**config.mk**
```make
export PLATFORM = sky130hd
export DESIGN_NAME = mem_port_arbiter
export DESIGN_NICKNAME = d
export VERILOG_FILES = /design/src/rtl/mem_port_arbiter.sv
export SDC_FILE = /design/constraint.sdc
export NUM_CORES = 1
export LEC_CHECK = 0
export ABC_AREA = 0
export CORE_ASPECT_RATIO = 0.75
export CORE_MARGIN = 10
export CORE_UTILIZATION = 41
export DETAILED_ROUTE_END_ITERATION = 10
export PLACE_DENSITY_LB_ADDON = 0.25
export SYNTH_ARGS = -nofsm -noshare
export SYNTH_HDL_FRONTEND = slang
export SYNTH_SLANG_ARGS = --single-unit
```
**constraint.sdc**
```tcl
create_clock -name clk -period 5.6 [get_ports clk]
set_input_delay 1.12 -clock clk [delete_from_list [all_inputs] [get_ports clk]]
set_output_delay 1.12 -clock clk [all_outputs]
set_load 0.02 [all_outputs]
```
**src/rtl/mem_port_arbiter.sv**
```systemverilog
// Arbiter/sequencer for the shared 32-bit memory port (req0 = fetch, req1 = data).
// Ports: clk, rst_n (sync, active-low); per-requester req/addr/wdata/we in,
// done out; shared rdata/err/busy out; memory side mem_sel/mem_valid/
// mem_addr/mem_wdata/mem_we out, mem_ready/mem_rdata in.
// Build option: define ARB_RR_EN for round-robin ties (default: req1 wins).
module mem_port_arbiter #(
  parameter int unsigned TIMEOUT = 15
) (
  input  logic        clk,
  input  logic        rst_n,
  input  logic        req0,
  input  logic        req1,
  input  logic [31:0] addr0,
  input  logic [31:0] addr1,
  input  logic [31:0] wdata0,
  input  logic [31:0] wdata1,
  input  logic        we0,
  input  logic        we1,
  output logic        done0,
  output logic        done1,
  output logic [31:0] rdata,
  output logic        err,
  output logic        busy,
  output logic        mem_sel,
  output logic        mem_valid,
  output logic [31:0] mem_addr,
  output logic [31:0] mem_wdata,
  output logic        mem_we,
  input  logic        mem_ready,
  input  logic [31:0] mem_rdata
);

  typedef enum logic [1:0] {
    IDLE,
    BUSY,
    DONE
  } state_t;

  localparam logic [7:0] TO = 8'(TIMEOUT);

  state_t     state;
  logic [7:0] cnt;
  logic       win;

`ifdef ARB_RR_EN
  logic last;

  // On a tie the requester not granted last time wins.
  always_comb begin
    win = req1;
    if (req0 && req1) win = ~last;
  end
`else
  always_comb begin
    win = req1;
  end
`endif

  always_ff @(posedge clk) begin
    if (!rst_n) begin
      state     <= IDLE;
      cnt       <= '0;
      done0     <= 1'b0;
      done1     <= 1'b0;
      rdata     <= '0;
      err       <= 1'b0;
      busy      <= 1'b0;
      mem_sel   <= 1'b0;
      mem_valid <= 1'b0;
      mem_addr  <= '0;
      mem_wdata <= '0;
      mem_we    <= 1'b0;
`ifdef ARB_RR_EN
      last      <= 1'b1;
`endif
    end else begin
      unique case (state)
        IDLE: begin
          done0 <= 1'b0;
          done1 <= 1'b0;
          err   <= 1'b0;
          if (req0 || req1) begin
            state     <= BUSY;
            cnt       <= '0;
            busy      <= 1'b1;
            mem_valid <= 1'b1;
            mem_sel   <= win;
            mem_addr  <= win ? addr1 : addr0;
            mem_wdata <= win ? wdata1 : wdata0;
            mem_we    <= win ? we1 : we0;
`ifdef ARB_RR_EN
            last      <= win;
`endif
          end
        end
        BUSY: begin
          // Completion beats timeout on the same edge.
          if (mem_ready) begin
            state     <= DONE;
            mem_valid <= 1'b0;
            rdata     <= mem_we ? '0 : mem_rdata;
            err       <= 1'b0;
            done0     <= ~mem_sel;
            done1     <= mem_sel;
          end else if (cnt == TO) begin
            state     <= DONE;
            mem_valid <= 1'b0;
            rdata     <= '0;
            err       <= 1'b1;
            done0     <= ~mem_sel;
            done1     <= mem_sel;
          end else begin
            cnt <= cnt + 8'd1;
          end
        end
        DONE: begin
          state <= IDLE;
          done0 <= 1'b0;
          done1 <= 1'b0;
          err   <= 1'b0;
          busy  <= 1'b0;
        end
        default: state <= IDLE;
      endcase
    end
  end

endmodule

```
==> results.txt, run 1 <==
The run finished with clean final reports. The clock transition at the registers of the reported paths is approximately 50 ps. The count of nets left with antenna violations after detail routing is 0.

The maximum number of pins on one net before global-route repair came out at 90. The number of instances resized during post-cts repair is 0. The total clock buffers created by CTS is 17.

The type of the setup path with the least slack is in -> reg. The number of placement rows is 33. The slowest stage of the critical path belongs to the cell o21a_4. The register bit count reported by yosys is 113.

The worst path required time came out at slightly below 6000 ps. The count of unresolved DRC violations after routing came out at 0. The startpoint identified for the worst register-to-register timing path is state[0]. The final global-route overflow total is 0.

The tree is rooted in a clkbuf_16. Grouping stages by cell kind, the critical path spends the most delay in compound AO/OA/AOI/OAI gates. Dividing the final minimum period by the clock period gives between 40 and 50%. The min-delay analysis places its worst path in the category reg -> reg. The netlist area before placement is 4520 µm². The count of pins on the block boundary is 270. Wires add up to 16200 µm. The clock insertion delay at the later pin of the skew report is around 400 ps. The setup violation total in the final timing report is 0. For the worst flop-to-flop path, the logic depth is 5. The sequential cell area in the final layout is 2260 µm².

The shortest clock period the worst path allows after layout came out at 2760 ps. The proportion of register bits with asynchronous set or reset after synthesis came out at 0%. When the netlist entered floorplanning its net count stood at 616. The number of warnings printed during yosys synthesis is 0. The die extent in x is 141 µm. The via-per-instance ratio came out at 5.14. The highest layer touched by signal routing is met4. IR analysis of the VDD net gives a maximum drop of 0.228 mV. The remaining max-slew budget at the tightest pin came out at 36.9%. The maximum achievable frequency came out at 363 MHz. The count of buffering cells on the critical path with inverters included came out at 2. The count of routing violations after the opening detailed-route iteration came out at about 150. In this run the standard cell core region covers ~11000 µm². The path with the worst hold slack has its endpoint at rdata[26].

The count of distinct cell types in the synthesized netlist came out at 39. After the flow finishes, the layout carries non-filler instances totaling 855. In this run the worst path has a maximum fanout of 89. STA classifies the critical path endpoint as a register. The critical path goes through clkdlybuf4s50_1 > o21a_4 > buf_4 > nor2_1 > a211oi_1.

In the final layout, the share of cells above drive strength 1 is 6.01%. After synthesis, the largest family of logic cells by area is compound AO/OA/AOI/OAI gates. The routed length on met3 is 1540 µm. Setup repair after global routing left no endpoint under its margin. The number of instances in the synthesized netlist is around 450. The clock skew after layout is 6.30 ps. The number of global-route vias before repair came to 4690. The total instance count after detailed placement came out at approximately 830.

CTS built an H-tree with a depth of 4. The cell depth of the worst hold path came out at 1. The area of the die came out at 15700 µm².

TritonCTS built the clock tree. The number of antenna diodes in the final layout is 0. The mux contribution to synthesized area came out at 14.9%.

The initial utilization of the core area, before any placement, comes to 41.6%. The synthesized-area fraction occupied by and/or/nand/nor cells is 10.2%. The total routing resource utilization after global routing is 20.2%. The total of buffers placed on input and output ports is 269. The final layout contains approximately 870 nets. The final hold violation count came out at 0. The sequential-to-total area share from yosys stat is 50.1%.

The signed area change from the synthesized netlist to the final layout is 73.3%. The slew at the pin closest to its max-slew limit is 937 ps. The routed wire length on met2 came out at 8550 µm. The number of antenna violations at the first check in global routing is 0. The xor and xnor area share after synthesis came out at 0%.

The number of buffers inserted by post-CTS setup repair is 0. The number of clock sinks is about 110. The area share of the largest cell type after synthesis is 50.1%.

The area occupied by multi-input gates is 2090 µm². The number of max-slew violations in the final report is 0. The worst setup slack for register-to-register paths came out at around 3300 ps. The endpoint identified for the worst register-to-register timing path is mem_addr[31]. Of all cell types, the one taking the most synthesized area is dfxtp_1.

The HPWL after detailed placement is 12800 µm. The length of routed wiring on met1 is 5980 µm. The launch instance of the worst min-delay path is rdata[26]. The final weighted congestion in routability-driven placement came out at 0.774. The synthesized design contains 0 enable-type register cells. The mean cell area of the mapped netlist is 10.1 µm². Of the total synthesized cell area, the portion taken by full adders, half adders and majority gates is 0.277%.

After clock tree synthesis, the flow added hold-fix buffers numbering 0. In this run the vertical extent of the chip is 111 µm. The leakage power total came out at 0.00312 µW. The total negative slack is 0 ps.

The most used flip-flop cell after synthesis is dfxtp_1. Summing the areas of all compound-gate instances in the mapped netlist gives between 20% and 30% of the synthesized area. The first global-routing pass estimated between 20000 and 30000 µm of wire. STA puts the critical path data arrival time at 3060 ps. The number of iterations in the first detailed-routing pass came out at 4. The maximum count of clock buffers along a single path is 2. The areal power density over the cells came out at 311 nW/µm². The total of fill cells in the finished design came out at 825. In this design, the stage delay of the slowest critical-path cell is ~700 ps. STA classifies the critical path startpoint as an input port.

The number of maximum-capacitance violations is 0. The average wire length per cell after detail routing is between 15 and 20 µm. By area the synthesized netlist is led by dfxtp_1, mux2i_1, a211oi_1.

The number of vias after detailed routing came out at approximately 4400.
[power breakdown]
part	switching [µW]	leakage, µW	internal [µW]
sequential	39.8	0.000931	875
clock	338	0.000277	643
combinational	257	0.00191	283
[metrics by stage]
| stage | power [µW] | area (µm²) | setup WS [ps] | util [%] | hold WS, ps |
|---|---|---|---|---|---|
| floorplan | 1170 | 4520 | 3400 | - | 484 |
| global placement | 1460 | 7290 | 2540 | 67.1 | 455 |
| detailed placement | 1470 | 7290 | 2450 | 67.1 | 453 |
| CTS | 2460 | 7830 | 2860 | 72.1 | 473 |
| global route | 2540 | 7830 | 2670 | 72.1 | 488 |
| finish | 2440 | 7830 | 2840 | 72.1 | 469 |
[cell usage after synthesis (2+ instances only)]
cell and n:
and3_1 6, nand2_1 4, inv_1 4, clkbuf_1 19
a211oi_1 66, or4_1 2, mux2i_1 66, buf_1 4
nand3_1 7, o22a_1 2, a21oi_1 3, nor2_1 71
buf_2 14, inv_2 2, nand4_1 2, a22o_1 32
o21ai_0 7, o21a_1 4, dfxtp_1 113
[worst max-delay path by stage]
stage | endpoint | slack, ps | cells after the start | start
3_3_place_gp | mem_addr[27] | 2540 | 5 | req0
2_1_floorplan | mem_addr[10] | 3400 | 6 | req1
4_1_cts | mem_we | 2860 | 5 | req0
5_1_grt | mem_addr[27] | 2670 | 5 | req0
6_report | mem_addr[31] | 2840 | 5 | req0
3_5_place_dp | mem_we | 2450 | 5 | req0
[worst reg2reg max path, delay by kind of cell (launching register included)]
kind	cells	cell delay [ps]
buf+inv	1	420
compound gates	2	980
simple gates	2	410
flops	1	390
[area by class of cell]
| cell class | instances | share of cell area (%) |
|---|---|---|
| repair buffers | 275 | 34.9 |
| flip-flops and latches | 113 | 28.9 |
| multi-input cells | 292 | 26.7 |
| clock buffers | 22 | 6.18 |
| well taps | 140 | 2.24 |
| clock inverters | 7 | 0.767 |
| inverters | 6 | 0.287 |
[registers in the layout, summed over array words and instances (netlist names)]
| signal | count |
|---|---|
| state | 2 |
| mem_we | 1 |
| mem_sel | 1 |
| mem_addr | 32 |
| rdata | 32 |
| mem_valid | 1 |
| err | 1 |
| cnt | 8 |
| busy | 1 |
| done0 | 1 |
| mem_wdata | 32 |
| done1 | 1 |
[cells in the final DEF, fill, tap and decap left out, drive strengths merged, types with 2 or more instances in the layout]
cell           instances
clkdlybuf4s50        268
dfxtp                113
nor2                  71
mux2i                 66
a211oi                66
a22o                  32
clkbuf                22
o21ai                  7
nand3                  7
buf                    7
and3                   6
clkinv                 6
inv                    6
nand2                  4
o21a                   4
a21oi                  3
o22a                   2
nand4                  2
or4                    2
nor4                   2
a21o                   2
[cells by family (layout without fill, tap and decap cells)]
logic type                 after synthesis  count (layout)
AOI/OAI and AO/OA                      121             121
DFF                                    113             113
muxes                                   67              67
buffers and inverters                   43             310
and+or+nand+nor                        103             103
adders and majority gates                1               1
[routing by layer]
| metal | track usage [%] | vias up |
|---|---|---|
| li1 | - | 2183 |
| met1 | 20.4 | 2042 |
| met2 | 35.9 | 152 |
| met3 | 10.1 | 15 |
| met4 | 5.15 | 0 |
| met5 | 0 | - |
Power figures use the tool's default switching activity.
==> run 2: changes to the inputs <==
--- a/config.mk
+++ b/config.mk
@@ -8,7 +8,7 @@
 export ABC_AREA = 0
 export CORE_ASPECT_RATIO = 0.75
 export CORE_MARGIN = 10
-export CORE_UTILIZATION = 41
+export CORE_UTILIZATION = 34
 export DETAILED_ROUTE_END_ITERATION = 10
 export PLACE_DENSITY_LB_ADDON = 0.25
 export SYNTH_ARGS = -nofsm -noshare
==> constraint.sdc (replaced) <==
create_clock -name clk -period 2.43 [get_ports clk]
set_input_delay 0.486 -clock clk [delete_from_list [all_inputs] [get_ports clk]]
set_output_delay 0.486 -clock clk [all_outputs]
set_load 0.02 [all_outputs]
==> run 2 against run 1 <==
Cell area is 1.5% higher; hold slack gained 3.9 ps; register-to-register slack got worse by 2800 ps; first-iteration DRC count is 29% higher; wire length fell by 4.0%; sequential share of layout area down 0.41 points; die area grew 17%; clock-buffer cell count is 1 lower; utilization fell by 11 points; via count shrank 1.1%; critical path type is now reg -> out; largest cell class unchanged.
==> results.txt, run 2 (synthesized netlist as in run 1, its figures left out) <==
The diode insertion count for antenna repair is 0. The largest driver fanout on the critical path is 3. The total routing resource utilization after global routing came out at 16.4%. For the pin with the worst max-slew slack, the measured transition is between 700 and 800 ps.

TritonCTS built the clock tree. Summed over all layers, the global routing overflow is 0. The maximum count of clock buffers along a single path is 2. Clock-pin slew was measured on the worst setup and hold paths at 50 ps. The run finished with clean final reports. The floorplan step set the die height to around 120 µm.

The worst setup path is launched from a register. The setup violation total in the final timing report is 0. The count of pins on the block boundary came out at 270. The number of maximum-capacitance violations came out at 0. The via-per-instance ratio came out at 4.87.

The count of unresolved DRC violations after routing is 0. At the worst endpoint, the arrival time is 1470 ps. The switching portion of total power came out at 26.0%. For this design, the sink count on the clock tree is around 110. The starting utilization of the core area came out at 34.7%. The total clock buffers created by CTS came out at 17. The logic gate share of total power came out at a little over a fifth. The share of total power in the clock network came out at 41.4%. The number of vias after detailed routing is between 4000 and 5000. The number of global-route vias before repair is 4590. In this run the post-CTS setup repair buffer count came out at 0. The post-route netlist has 6.53% of its cells at a drive strength greater than 1. The sequential share of power is 36.8%. The number of antenna violations at the first check in global routing came out at 0. The H-tree generated during clock tree synthesis spans 4 levels. The final hold slack came out at 473 ps. The maximum achievable frequency is 510 MHz. The type of the setup path with the least slack is reg -> out. In this run, post-CTS repair resized a total of 0 instances. The count of routing violations after the opening detailed-route iteration is 190. Between clock sinks in the finished design, the worst skew comes to 6.81 ps. The maximum number of pins on one net before global-route repair came out at 73.

The total of buffers placed on input and output ports is 269. The library cell used as clock root buffer is clkbuf_16. In the final layout, the registers with the most flip-flops are mem_addr (32), mem_wdata (32), rdata (32). The number of placement rows came out at 36. The count of buffering cells on the critical path with inverters included came out at 1. Setup repair after global routing left no endpoint under its margin. The die covers 18400 µm². The final weighted congestion in routability-driven placement is 0.823.

In this run, post-CTS hold repair placed 0 buffers. In the layout the commonest cells are clkdlybuf4s50_1, dfxtp_1, nor2_1. The die extent in x came out at about 150 µm. The post-DP HPWL came out at roughly 12000 µm.

The first-pass GRT wire length came out at 24600 µm. The clock insertion delay at the later pin of the skew report is around 400 ps. The share of the core filled with cells in the final layout came out at between 60% and 70%.

The total routed wirelength came out at between 15000 and 20000 µm. The final hold violation count is 0. The areal power density over the cells is 719 nW/µm². The maximum single-stage delay on the critical path came out at 670 ps.

In this run the remaining antenna-violating nets after routing total 0. Counting I/O delays and the setup requirement, the final critical path takes 1960 ps. The maximum VDD drop is approximately 0.47 mV. The critical path's top delay family is buffers and inverters. In this run the worst hold path is classified as reg -> reg. The signed area change from the synthesized netlist to the final layout is 75.9%. The largest individual stage delay along the critical path comes from the cell clkdlybuf4s50_1.

The average wire length per cell after detail routing came out at ~17 µm. The net count of the finished layout is 876. The internal power of the cells totals 4230 µW. The most common cell after layout, fill and taps aside is clkdlybuf4s50_1. The core region is 13000 µm².

The number of max-slew violations in the final report is 0. The number of iterations in the first detailed-routing pass came out at 4. The remaining max-slew budget at the tightest pin came out at 52.2%.

The element type at the critical path end is an output pin. The total negative slack came out at 0 ps. The critical path goes through clkdlybuf4s50_1. The final cycle utilization of the critical path is 80.7%. In this run the power spent charging and discharging nets is 1490 µW. In this run the static leakage power is ~0.0031 µW. The worst path required time is 1940 ps.
[run 2: path summary, 6_finish.rpt]
| check | from | endpoint | slack (ps) | cells past startpoint |
|---|---|---|---|---|
| max | mem_we | mem_we | 470 | 1 |
| min | rdata[25] | rdata[25] | 470 | 1 |
| max reg2reg | cnt[0] | cnt[2] | 480 | 5 |
| min reg2reg | rdata[25] | rdata[25] | 470 | 1 |
[run 2: area by class of cell]
type | instances | area, µm²
clock buffer | 21 | 460
clock inverter | 10 | 111
fill | 1074 | 5070
inverter | 6 | 22.5
multi-input combinational | 292 | 2090
sequential | 113 | 2260
tap | 171 | 214
timing repair buffer | 278 | 2780
[run 2: layer usage]
| metal | share of wire, % | up-vias | wire, µm | track usage, % |
|---|---|---|---|---|
| met1 | 39 | 1983 | 6020 | 17.5 |
| met3 | 11 | 8 | 1730 | 8.85 |
| met5 | 0 | - | 0 | 0 |
| li1 | - | 2180 | - | - |
| met2 | 49 | 172 | 7680 | 27.2 |
| met4 | 0.93 | 0 | 145 | 5.83 |
[run 2: power by group through the flow]
stage | Sequential (µW) | Combinational [µW] | Clock [µW]
2_1_floorplan | 2320 | 379 | 0
3_3_place_gp | 2130 | 1250 | 0
3_5_place_dp | 2140 | 1260 | 0
4_1_cts | 2100 | 1270 | 2430
5_1_grt | 2120 | 1350 | 2520
6_report | 2100 | 1250 | 2360
[run 2: per-stage QoR]
stage          power, µW  cell area [µm²]  std cells  setup WS [ps]
3_3_place_gp        3380             7380        860            436
4_1_cts             5800             7950        891            438
6_report            5720             7950        891            469
2_1_floorplan       2700             4520        448            634
5_1_grt             5990             7950        891            344
3_5_place_dp        3400             7380        860            367
